--- src/rtl/mul_share_sched.sv ---
// -----------------------------------------------------------------------------
// mul_share_sched
// Round-robin scheduler that shares one pipelined signed 11x16 multiplier
// (24-bit product) among NREQ requesters. Each accepted operation pushes a
// requester-ID tag into a shadow pipeline that is MUL_LAT stages deep, so the
// tag leaves the pipeline in the same cycle as its product leaves the
// multiplier. Results leave through one tagged valid/ready stream. Downstream
// backpressure freezes the multiplier (mul_ce), the tag pipeline, the
// round-robin pointer and the output register together.
//
// Ports
//   clk        rising-edge clock
//   reset      asynchronous active-low reset
//   req_valid  per-requester operand valid            [NREQ]
//   req_ready  per-requester accept (one-hot or zero) [NREQ]
//   req_a      flattened signed operand A, 11 bits per requester
//   req_b      flattened signed operand B, 16 bits per requester
//   mul_ce     clock enable to the shared multiplier
//   mul_din0   operand A to the multiplier
//   mul_din1   operand B to the multiplier
//   mul_dout   24-bit product returned by the multiplier
//   res_valid  result valid
//   res_ready  downstream accept
//   res_data   24-bit signed product
//   res_id     requester index that produced res_data
//
// Optional build macro MUL_SHARE_SCHED_STATS_EN adds two saturating 32-bit
// counters: stat_issued (accepted operations) and stat_stall (cycles in which
// the pipeline was frozen).
// -----------------------------------------------------------------------------
module mul_share_sched #(
    parameter int NREQ    = 4,
    parameter int IDW     = 2,
    parameter int MUL_LAT = 2
) (
    input  logic                 clk,
    input  logic                 reset,
    input  logic [NREQ-1:0]      req_valid,
    output logic [NREQ-1:0]      req_ready,
    input  logic [NREQ*11-1:0]   req_a,
    input  logic [NREQ*16-1:0]   req_b,
    output logic                 mul_ce,
    output logic [10:0]          mul_din0,
    output logic [15:0]          mul_din1,
    input  logic [23:0]          mul_dout,
    output logic                 res_valid,
    input  logic                 res_ready,
    output logic [23:0]          res_data,
    output logic [IDW-1:0]       res_id
`ifdef MUL_SHARE_SCHED_STATS_EN
    ,
    output logic [31:0]          stat_issued,
    output logic [31:0]          stat_stall
`endif
);

    logic                         adv_s;
    logic                         grant_vld_s;
    logic [IDW-1:0]               grant_idx_s;
    logic [IDW-1:0]               cand_s;
    logic [IDW-1:0]               sel_s;
    logic                         xfer_s;

    logic [IDW-1:0]               last_q, last_d;
    logic [MUL_LAT-1:0]           tag_vld_q, tag_vld_d;
    logic [MUL_LAT-1:0][IDW-1:0]  tag_id_q, tag_id_d;
    logic                         res_valid_q, res_valid_d;
    logic [23:0]                  res_data_q, res_data_d;
    logic [IDW-1:0]               res_id_q, res_id_d;

    // Pipeline advances whenever the output register is empty or being drained.
    assign adv_s  = ~res_valid_q | res_ready;
    assign mul_ce = adv_s;
    assign xfer_s = adv_s & grant_vld_s;

    // Round-robin search: first valid requester after the last granted one.
    always_comb begin
        grant_vld_s = 1'b0;
        grant_idx_s = last_q;
        cand_s      = last_q;
        for (int k = 1; k <= NREQ; k++) begin
            cand_s = IDW'((int'(last_q) + k) % NREQ);
            if (!grant_vld_s && req_valid[cand_s]) begin
                grant_vld_s = 1'b1;
                grant_idx_s = cand_s;
            end else begin
                grant_vld_s = grant_vld_s;
            end
        end
    end

    // One-hot accept, suppressed while the pipeline is frozen.
    always_comb begin
        req_ready = '0;
        if (adv_s && grant_vld_s) begin
            req_ready[grant_idx_s] = 1'b1;
        end else begin
            req_ready = '0;
        end
    end

    // Operand mux; with no grant the last winner's operands are presented,
    // which is harmless because no valid tag accompanies them.
    always_comb begin
        sel_s    = grant_vld_s ? grant_idx_s : last_q;
        mul_din0 = req_a[10:0];
        mul_din1 = req_b[15:0];
        for (int i = 0; i < NREQ; i++) begin
            if (IDW'(i) == sel_s) begin
                mul_din0 = req_a[11*i +: 11];
                mul_din1 = req_b[16*i +: 16];
            end else begin
                mul_din0 = mul_din0;
            end
        end
    end

    // Next-state for pointer, tag shadow pipeline and output register.
    always_comb begin
        last_d      = last_q;
        tag_vld_d   = tag_vld_q;
        tag_id_d    = tag_id_q;
        res_valid_d = res_valid_q;
        res_data_d  = res_data_q;
        res_id_d    = res_id_q;
        if (xfer_s) begin
            last_d = grant_idx_s;
        end else begin
            last_d = last_q;
        end
        if (adv_s) begin
            tag_vld_d[0] = xfer_s;
            tag_id_d[0]  = grant_idx_s;
            for (int s = 1; s < MUL_LAT; s++) begin
                tag_vld_d[s] = tag_vld_q[s-1];
                tag_id_d[s]  = tag_id_q[s-1];
            end
            // Last tag stage lines up with the product on mul_dout.
            res_valid_d = tag_vld_q[MUL_LAT-1];
            if (tag_vld_q[MUL_LAT-1]) begin
                res_data_d = mul_dout;
                res_id_d   = tag_id_q[MUL_LAT-1];
            end else begin
                res_data_d = res_data_q;
            end
        end else begin
            res_valid_d = res_valid_q;
        end
    end

    // State registers; in-flight products are dropped by clearing tag valids.
    always_ff @(posedge clk or negedge reset) begin
        if (!reset) begin
            last_q      <= IDW'(NREQ - 1);
            tag_vld_q   <= '0;
            tag_id_q    <= '0;
            res_valid_q <= 1'b0;
            res_data_q  <= 24'd0;
            res_id_q    <= '0;
        end else begin
            last_q      <= last_d;
            tag_vld_q   <= tag_vld_d;
            tag_id_q    <= tag_id_d;
            res_valid_q <= res_valid_d;
            res_data_q  <= res_data_d;
            res_id_q    <= res_id_d;
        end
    end

    assign res_valid = res_valid_q;
    assign res_data  = res_data_q;
    assign res_id    = res_id_q;

`ifdef MUL_SHARE_SCHED_STATS_EN
    logic [31:0] stat_issued_q, stat_issued_d;
    logic [31:0] stat_stall_q, stat_stall_d;

    function automatic logic [31:0] sat_inc(input logic [31:0] v);
        if (v == 32'hFFFF_FFFF) begin
            return v;
        end else begin
            return v + 32'd1;
        end
    endfunction

    // Saturating event counters.
    always_comb begin
        stat_issued_d = stat_issued_q;
        stat_stall_d  = stat_stall_q;
        if (xfer_s) begin
            stat_issued_d = sat_inc(stat_issued_q);
        end else begin
            stat_issued_d = stat_issued_q;
        end
        if (!adv_s) begin
            stat_stall_d = sat_inc(stat_stall_q);
        end else begin
            stat_stall_d = stat_stall_q;
        end
    end

    // Counter registers.
    always_ff @(posedge clk or negedge reset) begin
        if (!reset) begin
            stat_issued_q <= 32'd0;
            stat_stall_q  <= 32'd0;
        end else begin
            stat_issued_q <= stat_issued_d;
            stat_stall_q  <= stat_stall_d;
        end
    end

    assign stat_issued = stat_issued_q;
    assign stat_stall  = stat_stall_q;
`endif

endmodule
--- config.mk ---
export PLATFORM = sky130hd
export DESIGN_NAME = mul_share_sched
export DESIGN_NICKNAME = d
export VERILOG_FILES = /design/src/rtl/mul_share_sched.sv
export SDC_FILE = /design/constraint.sdc
export NUM_CORES = 1
export LEC_CHECK = 0
export CAP_MARGIN = 20
export CORE_ASPECT_RATIO = 0.7
export CORE_MARGIN = 2
export CORE_UTILIZATION = 33
export DETAILED_ROUTE_END_ITERATION = 10
export PLACE_DENSITY = 0.92
export RECOVER_POWER = 50
export SLEW_MARGIN = 20
export SYNTH_ARGS = -nofsm -noshare
export SYNTH_HDL_FRONTEND = slang
export SYNTH_SLANG_ARGS = --single-unit
--- constraint.sdc ---
create_clock -name clk -period 6.05 [get_ports clk]
set_clock_uncertainty 0.1 [all_clocks]
set_input_delay 0.9075 -clock clk [delete_from_list [all_inputs] [get_ports clk]]
set_output_delay 0.9075 -clock clk [all_outputs]
set_load 0.05 [all_outputs]
# Word level (Yosys, flattened, before mapping)
# Index checks and enable logic that the tools add are counted.
[word_totals]
memories = 0
reg_bits = 35
mem_bits_ro = 0
latch_bits = 0
mem_bits_rw = 0
[classes]
magnitude_cmp = 6
n_addsub = 4
reduce_logical = 9
n_bitwise = 3
mul = 0
muxes = 26
n_shift = 0
n_eq_ne = 3
n_div = 0
[op_table]
columns = ["operator", "n"]
rows = [
  ["$mux 16", 3],
  ["$mux 11", 3],
  ["$lt 2x3->1 const B", 5],
  ["$mux 2", 5],
  ["$mux 1", 9],
  ["$bmux 1 s2", 4],
  ["$logic_and 1x1->1", 5],
  ["$add 2x1->2 const B", 2],
  ["$add 2x2->2 const B", 2],
  ["$eq 2x2->1 const A", 2],
  ["$mux 4", 1],
  ["$logic_not 1->1", 3],
  ["$demux 1 s2", 1],
  ["$eq 1x2->1 const A", 1],
  ["$ge 2x1->1 const B", 1],
  ["$reduce_and 2->1", 1],
  ["$and 1x1->1", 1],
  ["$not 1->1", 1],
  ["$or 1x1->1", 1],
]

# Logic depth before layout (Yosys ltp)
[depth]
ltp_word = 18
ltp_mapped = 6

# Least setup slack after synthesis
# OpenSTA, ideal clock, no wires.
[synth_timing]
kind = "input -> output"
startpoint = "in req_valid[1]"
endpoint = "out req_ready[3]"
path_stages = 6
slack_ns = 2.289
t_required_ns = 5.043
t_arrival_ns = 2.753
path_cell_list = "nor2b_1 -> nor3_1 -> a21o_1 -> buf_6 -> buf_6 -> nor3b_1"
[synth_between]
elab_chain_cells = 17
word_cells_on_any_way = 29
[synth_lines]
columns = ["item", "line_no", "rtl"]
rows = [
  ["from (decl)", "38", "input logic [NREQ-1:0] req_valid,"],
  ["$bmux 1 s2", "83", "if (!grant_vld_s && req_valid[cand_s]) begin"],
  ["$mux 1 (implied by the code)", "83", ""],
  ["$mux 1", "83", ""],
  ["$logic_not 1->1", "83", ""],
  ["$logic_and 1x1->1", "83", ""],
  ["$mux 1", "83", ""],
  ["$logic_not 1->1", "83", ""],
  ["$logic_and 1x1->1", "83", ""],
  ["$mux 1", "83", ""],
  ["$logic_not 1->1", "83", ""],
  ["$logic_and 1x1->1", "83", ""],
  ["$mux 2", "83", ""],
  ["$lt 2x3->1 (implied by the code) or $ge 2x1->1 (tied branches)", "96", "req_ready[grant_idx_s] = 1'b1;"],
  ["$logic_and 1x1->1 (implied by the code)", "96", ""],
  ["$mux 1 (implied by the code)", "96", ""],
  ["$demux 1 s2", "96", ""],
  ["$mux 4 *", "95", "if (adv_s && grant_vld_s) begin"],
  ["to (decl)", "39", "output logic [NREQ-1:0] req_ready,"],
]
# Mark *: on every way between the ends. The rest lies on a longest branch, timed or not. The select of a mux whose other input is x is not followed.

# Worst setup path in the final report
[layout_timing]
startpoint = "in req_valid[1]"
endpoint = "out mul_din0[0]"
[layout_between]
elab_chain_cells = 17
word_cells_on_any_way = 29
[layout_lines]
columns = ["item", "line_no", "rtl"]
rows = [
  ["$bmux 1 s2", "83", ""],
  ["$mux 1 (implied by the code)", "83", ""],
  ["$mux 1", "83", ""],
  ["$logic_not 1->1", "83", ""],
  ["$logic_and 1x1->1", "83", ""],
  ["$mux 1", "83", ""],
  ["$logic_not 1->1", "83", ""],
  ["$logic_and 1x1->1", "83", ""],
  ["$mux 1", "83", ""],
  ["$logic_not 1->1", "83", ""],
  ["$logic_and 1x1->1", "83", ""],
  ["$mux 2 or $mux 1 (tied branches)", "83", ""],
  ["$mux 2 *", "105", "sel_s = grant_vld_s ? grant_idx_s : last_q;"],
  ["$eq 1x2->1", "109", "if (IDW'(i) == sel_s) begin"],
  ["$mux 11 (2 in a row)", "109", ""],
  ["$mux 11 *", "109", ""],
  ["to (decl)", "43", "output logic [10:0] mul_din0,"],
]
# Marks and branches as above.

==> parameters.txt <==
Parameter                              Value

Floorplan
  Die footprint    7090 um2
  Number of placement rows    24
  Die extent in x    between 90 and 100 um
  Number of top-level design ports    198
  Initial standard-cell utilization of the core    0.341
  Die height    71.0 um
  Area of the placeable core    6220 um2

Power and ir drop
  Sequential cell fraction of total power    0.174
  Static leakage    1.59 nW
  P per Cell Area    432 nW/um2
  Clock Power Share    0.102
  Internal power    approximately 930 uW
  Overall Power    1.81 mW
  Reported net switching power    around 880 uW
  Share of total power consumed by net switching    0.488
  Combinational group share of total power    0.724
  Worst vdd ir    244 uV

Routing
  Wirelength, routed    7690 um
  Detailed-route wire length on metal 1    ~2900 um
  Via count    2,024
  First-pass detailed-route iteration total    4
  Detailed route wirelength on metal2    4130 um
  Starting DRC count in detailed routing    74
  Antenna Violating Nets Remaining    0
  Remaining DRCs    0
  Vias per Instance    4.97
  Amount of wire on met3 after detailed routing    a little over 400 um
  Mean routed wirelength per cell    around 19 um
  Highest metal layer with signal wires    met4

Global route
  Antenna violations before repair    0
  Total Routing Usage GR    0.216
  Vias in the first global route    2,216
  Pin count of the biggest net entering global routing    36
  Global-route wire length before repair    11,600 um
  Total congestion overflow after global routing    0

Setup path
  Required arrival time at the worst endpoint    5040 ps
  Data arrival time of the worst path    3930 ps
  Worst setup path category    input port to output pin
  Nature of the critical path endpoint    output pin
  Reg-to-reg startpoint    last_q[0]
  Biggest cell delay along the critical path    740 ps
  Worst reg2reg setup slack    3970 ps
  Cell at the slowest stage of the critical path    clkdlybuf4s50_1
  Sort of element at the start of the critical path    input port
  Highest net fanout along the worst path    27
  Number of cells on the worst reg-to-reg path    4
  Critical register-to-register path endpoint    tag_id_q[1]
  Cell Chain, Critical Path    clkdlybuf4s50_1, nor2b_1, o21ba_2, a221oi_1, buf_4, mux4_2, clkdlybuf4s50_1
  Critical Path Most Common Cell    clkdlybuf4s50_1

Final layout
  Antenna diode count    0
  Area of all placed cells without fillers    4190 um2
  Fraction of layout cells with a size suffix above 1    0.210
  Fill cell total of the finished layout    between 400 and 500
  Most common cell after layout, fill and taps aside    clkdlybuf4s50_1
  Layout-stage area growth over the synthesis result    97.8%
  Commonest non-fill, non-tap cells in the layout    clkdlybuf4s50_1, dfrtp_1, mux2_2
  Number of nets at the end of the flow    467

Logic synthesis
  Multiplexer share of the synthesized area    0.448
  Post-Syn Area per Cell    16.0 um2
  Cell area after synthesis    2120 um2
  Synthesized instance count    ~130
  Xor/xnor share of the synthesized area    0
  Fraction of the mapped netlist area in adder cells    0
  Compound-gate portion of the synthesized area    0.0431
  Count of unique library cells instantiated by Yosys    27
  Post-synth top area share    0.390
  Main combinational cell family by area after synthesis    multiplexers
  Share of synthesized cell area in and, or, nand and nor gates    0.0455
  Sequential-to-total area share from yosys stat    0.415
  Syn. warnings    0
  #FFs+latches synth    35
  Top post-synthesis cells by area    dfrtp_1, mux4_2, mux2_2
  Largest area contributor in the netlist    dfrtp_1
  Net count after synthesis    271

Placed design
  Worst slack at placement    roughly 1100 ps
  I/O Buffers    197
  Routability cong.    around 0.79
  HPWL after detailed placement    6440 um
  Total placed instance area    4110 um2

Timing
  Final Max Slew Viols    36
  Number of hold violations in the final report    0
  Worst Max-Slew Pin Slew    ~1800 ps
  Sum of negative setup slack    0 ps
  Final hold slack    400 ps
  Final worst-path setup slack    1120 ps
  Post-layout min period    4930 ps
  Share of the clock period used by the worst path    0.815
  RSZ-0062 raised after global routing    no
  Relative slew slack    -0.220
  Max frequency    just over 200 MHz
  Endpoints failing setup    0

Clocking
  Level count of the clock H-tree    2
  Number of clock sinks    35
  TritonCTS Buffers    5
  Clk slew on worst S/H paths    70 ps
  Post-CTS Hold Fix Bufs    0
  Post-cts repair resize count    0
  Clock latency at the later pin of the worst-skew pair    280 ps
  Post-CTS setup buffer count    0
  Buffers from clock root to sink, at most    2
  Root Buffer    clkbuf_8
  CTS tree    done

Min path
  Min-Delay Endpoint    res_data[11]
  HP Start    res_data[11]
  Hold path depth    1
  Worst hold path type    flop to flop

Job
  Max-capacitance violation count    1

Status
  Status    finished with violations
  Violated checks    capacitance limit, slew limit
final cells by class:
class | instances | area [um2] | share of cell area
clock buffer | 8 | 100 | 0.0239
inverter | 2 | 7.51 | 0.00179
multi-input combinational | 85 | 1120 | 0.268
sequential | 35 | 878 | 0.210
tap | 78 | 97.6 | 0.0233
timing repair buffer | 199 | 1980 | 0.473
power by group through the flow:
stage	clock network (mW)	registers, mW	logic (mW)
after floorplan	0	0.420	0.852
after global routing	0.202	0.323	1.36
final	0.185	0.315	1.31
after CTS	0.191	0.319	1.33
after detailed placement	0	0.323	1.33
after global placement	0	0.319	1.32
worst max-delay path: cells and delay by family:
family / cells / cell delay (ps)
AO/OA/AOI/OAI: 2 / 790
buffers and inverters: 3 / 1670
AND/OR/NAND/NOR: 1 / 180
multiplexers: 1 / 360
logic make-up after synthesis:
| family | count (synthesis) |
|---|---|
| AOI/OAI and AO/OA | 11 |
| buffers and inverters | 12 |
| DFF | 35 |
| muxes | 57 |
| and+or+nand+nor | 17 |
layer usage:
metal	up-vias	track usage
met5	-	0
met4	0	0.0944
met3	19	0.0494
met2	88	0.374
met1	996	0.261
li1	921	-
flip-flops by register name, summed over array words and instances (netlist names):
signal,cells
last_q,2
res_data,24
res_id,2
res_valid,1
tag_id_q,4
tag_vld_q,2
how the worst max path moves through the flow:
stage                 start            to  slack [ps]  cells past startpoint
3_3_place_gp   req_valid[1]  mul_din1[15]        1160                      6
5_1_grt        req_valid[1]   mul_din0[8]         870                      7
3_5_place_dp   req_valid[1]  mul_din1[15]        1100                      6
6_report       req_valid[1]   mul_din0[0]        1120                      7
2_1_floorplan  req_valid[1]  req_ready[3]        2290                      6
4_1_cts        req_valid[1]  mul_din1[15]        1090                      6
stage by stage:
step	util	instances
floorplan	-	132
global placement	0.661	399
detailed placement	0.661	399
CTS	0.677	407
global route	0.674	407
finish	0.674	407
synthesized netlist by cell type (all sizes together):
library cell and count:
nor3b 1, and4bb 1, nor2b 2, nand2b 3, o21ba 1, nor2 4
o41ai 2, nor3 2, nand2 2, and3 1, dfrtp 33, o21ai 4
inv 2, mux4 27, a21o 1, mux2 30, clkbuf 1, dfstp 2
nor4 1, a221oi 1, buf 9, a21oi 2
Note: power is estimated with default switching activity, not from simulation.
